**src/rtl/ca_keystream_gen.sv**
```systemverilog
// rtl/ca_keystream_gen.sv - per-cell-rule cellular automaton keystream generator
module ca_keystream_gen #(
  parameter int N      = 32,
  parameter int WARMUP = 64
) (
  input  logic           clk,
  input  logic           rst,
  input  logic           seed_valid,
  output logic           seed_ready,
  input  logic [N-1:0]   seed_data,
  input  logic [3*N-1:0] rule_cfg,
  output logic           ks_valid,
  input  logic           ks_ready,
  output logic [N-1:0]   ks_data,
  output logic           busy
);

  typedef enum logic [1:0] {
    IDLE = 2'd0,
    WARM = 2'd1,
    RUN  = 2'd2
  } fsm_e;

  localparam logic [9:0] WARM_LAST = 10'(WARMUP - 1);

  fsm_e           fsm_q, fsm_d;
  logic [N-1:0]   cells_q, cells_d;
  logic [3*N-1:0] rule_q, rule_d;
  logic [9:0]     cnt_q, cnt_d;
  logic [N-1:0]   step_w;
  logic [N-1:0]   seed_fix;
  logic [N+1:0]   pad_w;

  // Zero pad on both ends gives the null boundary: cell i sees pad[i], pad[i+1], pad[i+2].
  assign pad_w    = {1'b0, cells_q, 1'b0};
  assign seed_fix = (seed_data == '0) ? N'(1) : seed_data;

  always_comb begin
    step_w = '0;
    for (int i = 0; i < N; i++) begin
      logic a, b, c;
      logic [2:0] code;
      b    = pad_w[i];
      a    = pad_w[i+1];
      c    = pad_w[i+2];
      code = rule_q[3*i +: 3];
      case (code)
        3'd1:    step_w[i] = a ^ b ^ c ^ (b & c);
        3'd2:    step_w[i] = a ^ b;
        3'd3:    step_w[i] = a ^ c;
        3'd4:    step_w[i] = a ^ (b & c);
        3'd5:    step_w[i] = a ^ b ^ c;
        3'd6:    step_w[i] = a ^ b ^ (b & c);
        3'd7:    step_w[i] = a ^ c ^ (b & c);
        default: step_w[i] = a;
      endcase
    end
  end

  always_comb begin
    fsm_d   = fsm_q;
    cells_d = cells_q;
    rule_d  = rule_q;
    cnt_d   = cnt_q;
    case (fsm_q)
      IDLE: begin
        if (seed_valid) begin
          cells_d = seed_fix;
          rule_d  = rule_cfg;
          cnt_d   = '0;
          fsm_d   = WARM;
        end
      end
      WARM: begin
        cells_d = step_w;
        cnt_d   = cnt_q + 10'd1;
        if (cnt_q == WARM_LAST) fsm_d = RUN;
      end
      RUN: begin
        // A reseed wins over a consume; the presented word is not counted as taken.
        if (seed_valid) begin
          cells_d = seed_fix;
          rule_d  = rule_cfg;
          cnt_d   = '0;
          fsm_d   = WARM;
        end else if (ks_ready) begin
          cells_d = step_w;
        end
      end
      default: fsm_d = IDLE;
    endcase
  end

  always_ff @(posedge clk) begin
    if (rst) begin
      fsm_q   <= IDLE;
      cells_q <= '0;
      rule_q  <= '0;
      cnt_q   <= '0;
    end else begin
      fsm_q   <= fsm_d;
      cells_q <= cells_d;
      rule_q  <= rule_d;
      cnt_q   <= cnt_d;
    end
  end

  assign seed_ready = (fsm_q != WARM);
  assign ks_valid   = (fsm_q == RUN);
  assign busy       = (fsm_q == WARM);
  assign ks_data    = cells_q;

endmodule

```
**config.mk**
```make
export PLATFORM = sky130hd
export DESIGN_NAME = ca_keystream_gen
export DESIGN_NICKNAME = d
export VERILOG_FILES = /design/src/rtl/ca_keystream_gen.sv
export SDC_FILE = /design/constraint.sdc
export NUM_CORES = 1
export LEC_CHECK = 0
export BUFFER_PORTS_ARGS = -buffer_cell sky130_fd_sc_hd__buf_2
export CAP_MARGIN = 10
export CORE_MARGIN = 2
export CORE_UTILIZATION = 49
export DETAILED_ROUTE_END_ITERATION = 8
export PLACE_DENSITY = 0.78
export SLEW_MARGIN = 30
export SYNTH_ARGS = -nofsm -noshare
export SYNTH_HDL_FRONTEND = slang
export SYNTH_SLANG_ARGS = --single-unit
```
**constraint.sdc**
```tcl
create_clock -name clk -period 2.02 [get_ports clk]
set_input_delay 0.606 -clock clk [delete_from_list [all_inputs] [get_ports clk]]
set_output_delay 0.606 -clock clk [all_outputs]
set_load 0.01 [all_outputs]
```
==> key figures, run 1 <==
Run status
  • Status: complete, no violations

Power
  • Net switching power: 2.90 mW
  • Logic pwr share: 0.256
  • Power density over the cells: 958 nW/µm²
  • Design internal power: 5.62 mW
  • Clock power share: 0.326
  • Seq pwr share: 0.418
  • Total power: 8.52 mW
  • LEAKAGE: 3.68 nW
  • Max VDD drop: 713 µV
  • Switching Share: 0.341

Worst setup path
  • Slowest-stage cell, CP: dfxtp_4
  • CP endpoint kind: primary output
  • Worst Path Required: 1.41 ns
  • Crit-path max FO: 6
  • Crit path from: fsm_q[1]$_SDFFE_PP0P_
  • CP top delay family: buffers and inverters
  • Startpoint types: register
  • Setup CP Type: register to primary output
  • Worst r2r src: fsm_q[0]$_SDFFE_PP0P_
  • Largest stage delay, worst path: 0.36 ns
  • Critical path buffer and inverter count: 4
  • Crit path cell chain: inv_2 -> ha_2 -> buf_6 -> inv_1 -> buf_2
  • Critical path data arrival time: 1.35 ns

Clock network
  • Num CTS Buffers: 17
  • Htree depth: 4
  • TritonCTS clock tree: built
  • CTS Buffer Depth: 2
  • CTS clk-pin slew, worst paths: 0.06 ns
  • Root Driver: clkbuf_16
  • TritonCTS Sinks: 137
  • Worst-Skew Late Latency: 0.42 ns

Logic synthesis
  • FFs w/ async S/R, synth: 0
  • Synth area leaders: dfxtp_1 38%, nand2_1 16%, a21oi_1 9.0%
  • Syn Area/Cell: 7.26 µm²
  • Cells after Synth: 997
  • Post-Synthesis Cell Area: 7230 µm²
  • Distinct cells, synth: 37
  • Prevailing post-synth register cell: dfxtp_1
  • Register bit total from synthesis: 137
  • Synth area leader: dfxtp_1
  • Register area share after synthesis: 0.379
  • Yosys warnings: 0
  • Post-synth EDFFs: 0
  • Post-Syn Nets: 1134
  • Most frequent cell after synthesis: nand2_1
  • Post-synth top area share: 0.379
  • Commonest cells post-synth: 316 x nand2_1, 137 x dfxtp_1, 130 x a21oi_1

Floorplan
  • Die X: 126 µm
  • Die height: 126 µm
  • Site Rows: 44
  • Core area: 14500 µm²
  • IO Pins: 167
  • Initial Util: 0.500
  • DIE AREA: 15800 µm²

Global route
  • Largest net degree at the start of global routing: 100
  • All-Layer GR Usage: 0.244
  • Initial antenna violation count: 0
  • Total gr overflow: 0
  • Vias in the first global route: 6729
  • First-pass GRT wire length: 32000 µm

STA
  • Clk_skew: 0.0109 ns
  • Max Clock Freq: 0.512 GHz
  • Fin crit share: 0.967
  • Setup WS post-layout: 0.0665 ns
  • Hold Vio Cnt, Final: 0
  • Least-Margin Pin Slew: 0.449 ns
  • Slew Viols, Final: 0
  • RSZ-0062 raised after global routing: no
  • Min Tclk post-route: 1.95 ns
  • Rel. slew slack: 0.698
  • Setup violations, final: 0

Hold path
  • Hold Crit Class: input port to register
  • Hold Path Origin: seed_data[5]

Layout
  • Register Area: 2750 µm²
  • Share of layout cells above drive strength 1: 0.219
  • Antenna Cells: 0
  • Area delta synth->final: 23.0%
  • Final nets: 1252
  • Final core occ: 0.615
  • Multi-input gate area: 4170 µm²
  • Fill cell count: 1328

Route
  • Via count: 7359
  • Routed Antenna Nets: 0
  • WL final: 19100 µm
  • Post-DR wirelength/cell: 14.6 µm
  • DR iter-0 viols: 641
  • TritonRoute pass-1 iters: 6
  • Drt drc: 0
  • Drt via density: 5.63

Placed design
  • Post-place setup slack: -0.0177 ns
  • Port bufs: 163
  • Routability cong.: 0.801
  • DP HPWL: 12800 µm

Flow run
  • Max cap viols: 0
## area by class of cell
type                            instances  share of cell area
Clock buffer                           25              0.0557
Clock inverter                          3             0.00197
Inverter                               34              0.0143
Multi-Input combinational cell        734               0.468
Sequential cell                       137               0.309
Tap cell                              184              0.0259
Timing Repair Buffer                  191               0.125
## worst register-to-register path: cells and delay by family, from the launching register on
kind            cells  cell delay, ns
compound gates      2            0.19
fa+ha+maj           1            0.33
buf+inv             2            0.30
flops               1            0.32
mux                 1            0.08
simple gates        2            0.59
## sequential cells by signal, indices dropped and copies added (netlist names)
| name | cells |
|---|---|
| rule_q | 93 |
| ks_data | 32 |
| cnt_q | 10 |
| fsm_q | 2 |
## path summary, 6_finish.rpt
check | to | slack [ns] | cells after the start
worst min register to register | rule_q[93]$_SDFFE_PP0P_ | 0.47 | 2
worst max-delay path | seed_ready | 0.07 | 5
worst min-delay path | ks_data[5]$_SDFFE_PP0P_ | 0.42 | 3
worst max register to register | ks_data[31]$_SDFFE_PP0P_ | 0.14 | 8
## stage by stage
step	hold slack, ns	area, µm²	TNS (ns)	std cells
CTS	0.402	8770	0	1308
global placement	0.457	8250	-0.0129	1280
detailed placement	0.462	8250	-0.0177	1280
finish	0.419	8900	0	1308
floorplan	0.448	7230	0	997
global route	0.409	8900	0	1308
## power by group through the flow
stage                     clock (mW)  combinational [mW]  sequential [mW]
after floorplan                    0                1.49             3.38
after global placement             0                2.04             3.58
after detailed placement           0                2.08             3.60
after CTS                       2.81                2.11             3.54
after global routing            2.95                2.42             3.63
final                           2.78                2.18             3.57
## routing by layer
| metal | up-vias | share of wire | global-route usage |
|---|---|---|---|
| met5 | - | 0 | 0 |
| met1 | 3434 | 0.45 | 0.327 |
| met2 | 231 | 0.47 | 0.393 |
| met4 | 0 | 0.015 | 0.0699 |
| met3 | 24 | 0.069 | 0.0552 |
| li1 | 3670 | - | - |
## layout by cell type (no fill, tap or decap), drive strengths merged, types with 2 or more instances in the layout
cell type / count
mux2: 5
xnor2: 30
nor3b: 32
buf: 191
ha: 5
nor4: 39
nand4: 2
dfxtp: 137
inv: 34
nor3: 34
mux2i: 32
o21ai: 6
nand2: 316
a211oi: 3
clkinv: 2
and3: 2
a31oi: 2
a32oi: 30
nand3: 5
or4: 2
a311oi: 30
nor2: 19
a21oi: 130
clkbuf: 25
## logic make-up (layout without fill, tap and decap cells)
group,count (synthesis),after routing,share of synthesized area
AOI/OAI and AO/OA,206,206,0.177
xor gates and xnor gates,31,31,0.0375
adders and majority gates,5,5,0.00865
buffers and inverters,126,253,0.0662
DFF,137,137,0.379
muxes,37,37,0.0521
and+or+nand+nor,455,455,0.279
## what timing repair did
item                       CTS  global route
buffers inserted             0             0
hold buffers                 0             0
resized for setup            3            23
setup endpoints to repair    3            35
Power figures use the tool's default switching activity.
==> inputs of run 2 (changes only) <==
--- a/config.mk
+++ b/config.mk
@@ -5,12 +5,13 @@
 export SDC_FILE = /design/constraint.sdc
 export NUM_CORES = 1
 export LEC_CHECK = 0
+export ABC_AREA = 1
 export BUFFER_PORTS_ARGS = -buffer_cell sky130_fd_sc_hd__buf_2
 export CAP_MARGIN = 10
 export CORE_MARGIN = 2
-export CORE_UTILIZATION = 49
+export CORE_UTILIZATION = 52
 export DETAILED_ROUTE_END_ITERATION = 8
-export PLACE_DENSITY = 0.78
+export PLACE_DENSITY = 0.79
 export SLEW_MARGIN = 30
 export SYNTH_ARGS = -nofsm -noshare
 export SYNTH_HDL_FRONTEND = slang
==> key figures, run 2 <==
Clock network
  • TritonCTS clock tree: built (unchanged)
  • CTS clk-pin slew, worst paths: 0.06 ns (about the same)
  • CTS Buffer Depth: 2 (unchanged)
  • Num CTS Buffers: 17 (unchanged)
  • TritonCTS Sinks: 137 (unchanged)
  • Root Driver: clkbuf_16 (unchanged)
  • Htree depth: 4 (unchanged)
  • Worst-Skew Late Latency: 0.42 ns (about the same)
  • # Post-CTS Setup Buffers: 0 (unchanged)

Global route
  • GRT met2 Usage: 0.433 (was 0.393)
  • Largest net degree at the start of global routing: 70 (was 100)
  • Total gr overflow: 0 (unchanged)
  • Grt met1 use: 0.351 (was 0.327)
  • Initial antenna violation count: 2 (was 0)
  • GR peak layer: met2 (unchanged)
  • First-pass GRT wire length: 44300 µm (was 32000 µm)
  • All-Layer GR Usage: 0.263 (was 0.244)
  • Met3 Usage GRT: 0.0445 (was 0.0552)
  • Vias in the first global route: 9843 (was 6729)

Logic synthesis
  • Post-Synthesis Cell Area: 9840 µm² (was 7230 µm²)
  • Yosys warnings: 0 (unchanged)
  • Prevailing post-synth register cell: dfxtp_1 (unchanged)
  • Syn Area/Cell: 5.82 µm² (was 7.26 µm²)
  • Distinct cells, synth: 38 (was 37)
  • Register bit total from synthesis: 137 (unchanged)
  • Synth area leaders: dfxtp_1 28%, nand2_1 20%, nand3_1 9.1% (was dfxtp_1 38%, nand2_1 16%, a21oi_1 9.0%)
  • Post-synth EDFFs: 0 (unchanged)
  • FFs w/ async S/R, synth: 0 (unchanged)
  • Most frequent cell after synthesis: nand2_1 (unchanged)
  • Synth area leader: dfxtp_1 (unchanged)
  • Post-Syn Nets: 1829 (was 1134)
  • Commonest cells post-synth: 527 x nand2_1, 179 x nand3_1, 178 x a21oi_1 (was 316 x nand2_1, 137 x dfxtp_1, 130 x a21oi_1)
  • Post-synth top area share: 0.279 (was 0.379)
  • Cells after Synth: 1692 (was 997)
  • Register area share after synthesis: 0.279 (was 0.379)

Route
  • WL final: 26300 µm (was 19100 µm)
  • Drt drc: 0 (unchanged)
  • Post-DR wirelength/cell: 12.7 µm (was 14.6 µm)
  • Routed Antenna Nets: 0 (unchanged)
  • TritonRoute pass-1 iters: 6 (unchanged)
  • Via count: 11200 (was 7359)
  • DR iter-0 viols: 717 (was 641)
  • Drt via density: 5.44 (was 5.63)

STA
  • Min Tclk post-route: 1.95 ns (about the same)
  • Worst hold slack: 0.406 ns (was 0.419 ns)
  • Setup violations, final: 0 (unchanged)
  • Least-Margin Pin Slew: 0.431 ns (was 0.449 ns)
  • Setup total negative slack: 0 ns (unchanged)
  • Slew Viols, Final: 0 (unchanged)
  • Clk_skew: 0.00966 ns (was 0.0109 ns)
  • Setup WS post-layout: 0.0681 ns (was 0.0665 ns)
  • RSZ-0062 raised after global routing: no (unchanged)
  • Max Clock Freq: 0.512 GHz (about the same)
  • Rel. slew slack: 0.712 (was 0.698)
  • Hold Vio Cnt, Final: 0 (unchanged)
  • Fin crit share: 0.966 (was 0.967)

Hold path
  • Hold Path Origin: rule_cfg[48] (was seed_data[5])
  • Min-Delay Path Depth: 3 (unchanged)
  • WHS Endpoint: rule_q[48]$_SDFFE_PP0P_ (was ks_data[5]$_SDFFE_PP0P_)
  • Hold Crit Class: input port to register (unchanged)

Layout
  • Share of layout cells above drive strength 1: 0.160 (was 0.219)
  • Largest register by flop count: rule_q (unchanged)
  • Commonest non-fill, non-tap cell in the layout: nand2_1 (unchanged)
  • Final nets: 1951 (was 1252)
  • Most frequent cells in the layout: 527 x nand2_1, 179 x nand3_1, 178 x a21oi_1 (was 316 x nand2_1, 162 x buf_2, 136 x dfxtp_1)
  • Design area: 11400 µm² (was 8900 µm²)
  • Area delta synth->final: 15.4% (was 23.0%)
  • Register Area: 2740 µm² (was 2750 µm²)
  • Fill cell count: 1846 (was 1328)
  • Largest register FFs: 93 (unchanged)
  • Multi-input gate area: 5980 µm² (was 4170 µm²)

Floorplan
  • Die height: 142 µm (was 126 µm)
  • DIE AREA: 20000 µm² (was 15800 µm²)
  • Core area: 18600 µm² (was 14500 µm²)
  • Initial Util: 0.528 (was 0.500)
  • IO Pins: 167 (unchanged)
  • Die X: 142 µm (was 126 µm)
  • Site Rows: 50 (was 44)

Placed design
  • Routability cong.: 0.989 (was 0.801)
  • Placed inst area: 10700 µm² (was 8250 µm²)
  • DP HPWL: 19200 µm (was 12800 µm)
  • Post-place setup slack: 0.148 ns (was -0.0177 ns)
  • Port bufs: 163 (unchanged)

Power
  • Power density over the cells: 1080 nW/µm² (was 958 nW/µm²)
  • Seq pwr share: 0.321 (was 0.418)
  • Net switching power: 5.17 mW (was 2.90 mW)
  • Clock power share: 0.271 (was 0.326)
  • Logic pwr share: 0.408 (was 0.256)
  • Total power: 12.3 mW (was 8.52 mW)
  • Max VDD drop: 540 µV (was 713 µV)
  • Design internal power: 7.11 mW (was 5.62 mW)
  • LEAKAGE: 5.53 nW (was 3.68 nW)
  • Switching Share: 0.421 (was 0.341)

Worst setup path
  • Reg-to-reg setup timing slack: 0.17 ns (was 0.14 ns)
  • Depth of the most critical reg-to-reg path: 9 (was 8)
  • Critical path data arrival time: 1.35 ns (about the same)
  • Slowest-stage cell, CP: dfxtp_1 (was dfxtp_4)
  • Crit path cell chain: inv_1 -> ha_1 -> buf_2 (was inv_2 -> ha_2 -> buf_6 -> inv_1 -> buf_2)
  • Startpoint types: register (unchanged)
  • CP endpoint kind: primary output (unchanged)
  • Worst Path Required: 1.41 ns (about the same)
  • Largest stage delay, worst path: 0.41 ns (was 0.36 ns)
  • Worst r2r src: fsm_q[0]$_SDFFE_PP0P_ (unchanged)
  • Setup CP Type: register to primary output (unchanged)
  • Crit-path max FO: 5 (was 6)
  • Reg-to-reg endpoint: ks_data[31]$_SDFFE_PP0P_ (unchanged)

Flow run
  • Max cap viols: 0 (unchanged)

Run status
  • Status: complete, no violations (unchanged)
-- run 2: power by group through the flow --
stage                     clock network (mW)  registers [mW]  logic (mW)
after floorplan                            0            3.63        4.16
final                                   3.33            3.94        5.02
after global routing                    3.52            4.02        5.80
after global placement                     0            3.97        4.81
after detailed placement                   0            3.97        4.94
after CTS                               3.37            3.92        4.99
-- run 2: area by class of cell --
class,instances,area share
clock inverters,8,0.0126
repair buffers,180,0.0908
diodes,2,0.000441
multi-input cells,1298,0.527
clock buffers,23,0.0421
inverters,180,0.0598
well taps,234,0.0258
flip-flops and latches,137,0.242
-- run 2: worst max-delay path by stage --
stage	startpoint	to	slack (ns)	cells after the start
6_report	fsm_q[0]$_SDFFE_PP0P_	ks_valid	0.07	3
5_1_grt	fsm_q[0]$_SDFFE_PP0P_	ks_valid	0.001	3
4_1_cts	fsm_q[1]$_SDFFE_PP0P_	seed_ready	0.003	4
3_5_place_dp	seed_data[8]	ks_data[8]$_SDFFE_PP0P_	0.15	10
3_3_place_gp	seed_data[8]	ks_data[16]$_SDFFE_PP0P_	0.16	10
2_1_floorplan	fsm_q[0]$_SDFFE_PP0P_	rule_q[0]$_SDFFE_PP0P_	0.36	8
-- run 2: worst max-delay path, delay by kind of cell, from the launching register on --
kind	cells	cell delay (ns)
buf+inv	2	0.26
flops	1	0.41
fa+ha+maj	1	0.26
-- run 2: logic make-up (layout without fill, tap and decap cells) --
family                     count (synthesis)  count (layout)  synth area share
AOI/OAI and AO/OA                        366             366             0.194
other                                      0               2                 0
and+or+nand+nor                          926             926             0.406
xor gates and xnor gates                   1               1          0.000890
adders and majority gates                  5               5           0.00636
DFF                                      137             137             0.279
buffers and inverters                    257             391             0.114
-- run 2: metrics by stage --
stage	util	std cells
after floorplan	-	1692
after global placement	0.575	2029
after detailed placement	0.575	2029
after CTS	0.609	2060
after global routing	0.609	2062
final	0.609	2062
-- run 2: per-layer routing --
metal | vias up | wire, µm | part of all wire
li1 | 5831 | - | -
met1 | 4981 | 12000 | 0.46
met2 | 357 | 12100 | 0.46
met3 | 58 | 1580 | 0.060
met4 | 0 | 607 | 0.023
met5 | - | 0 | 0
-- run 2: timing repair --
| action | in CTS | in global routing |
|---|---|---|
| hold buffers | 0 | 0 |
| gates resized for setup | 0 | 2 |
| setup endpoints to repair | 0 | 1 |
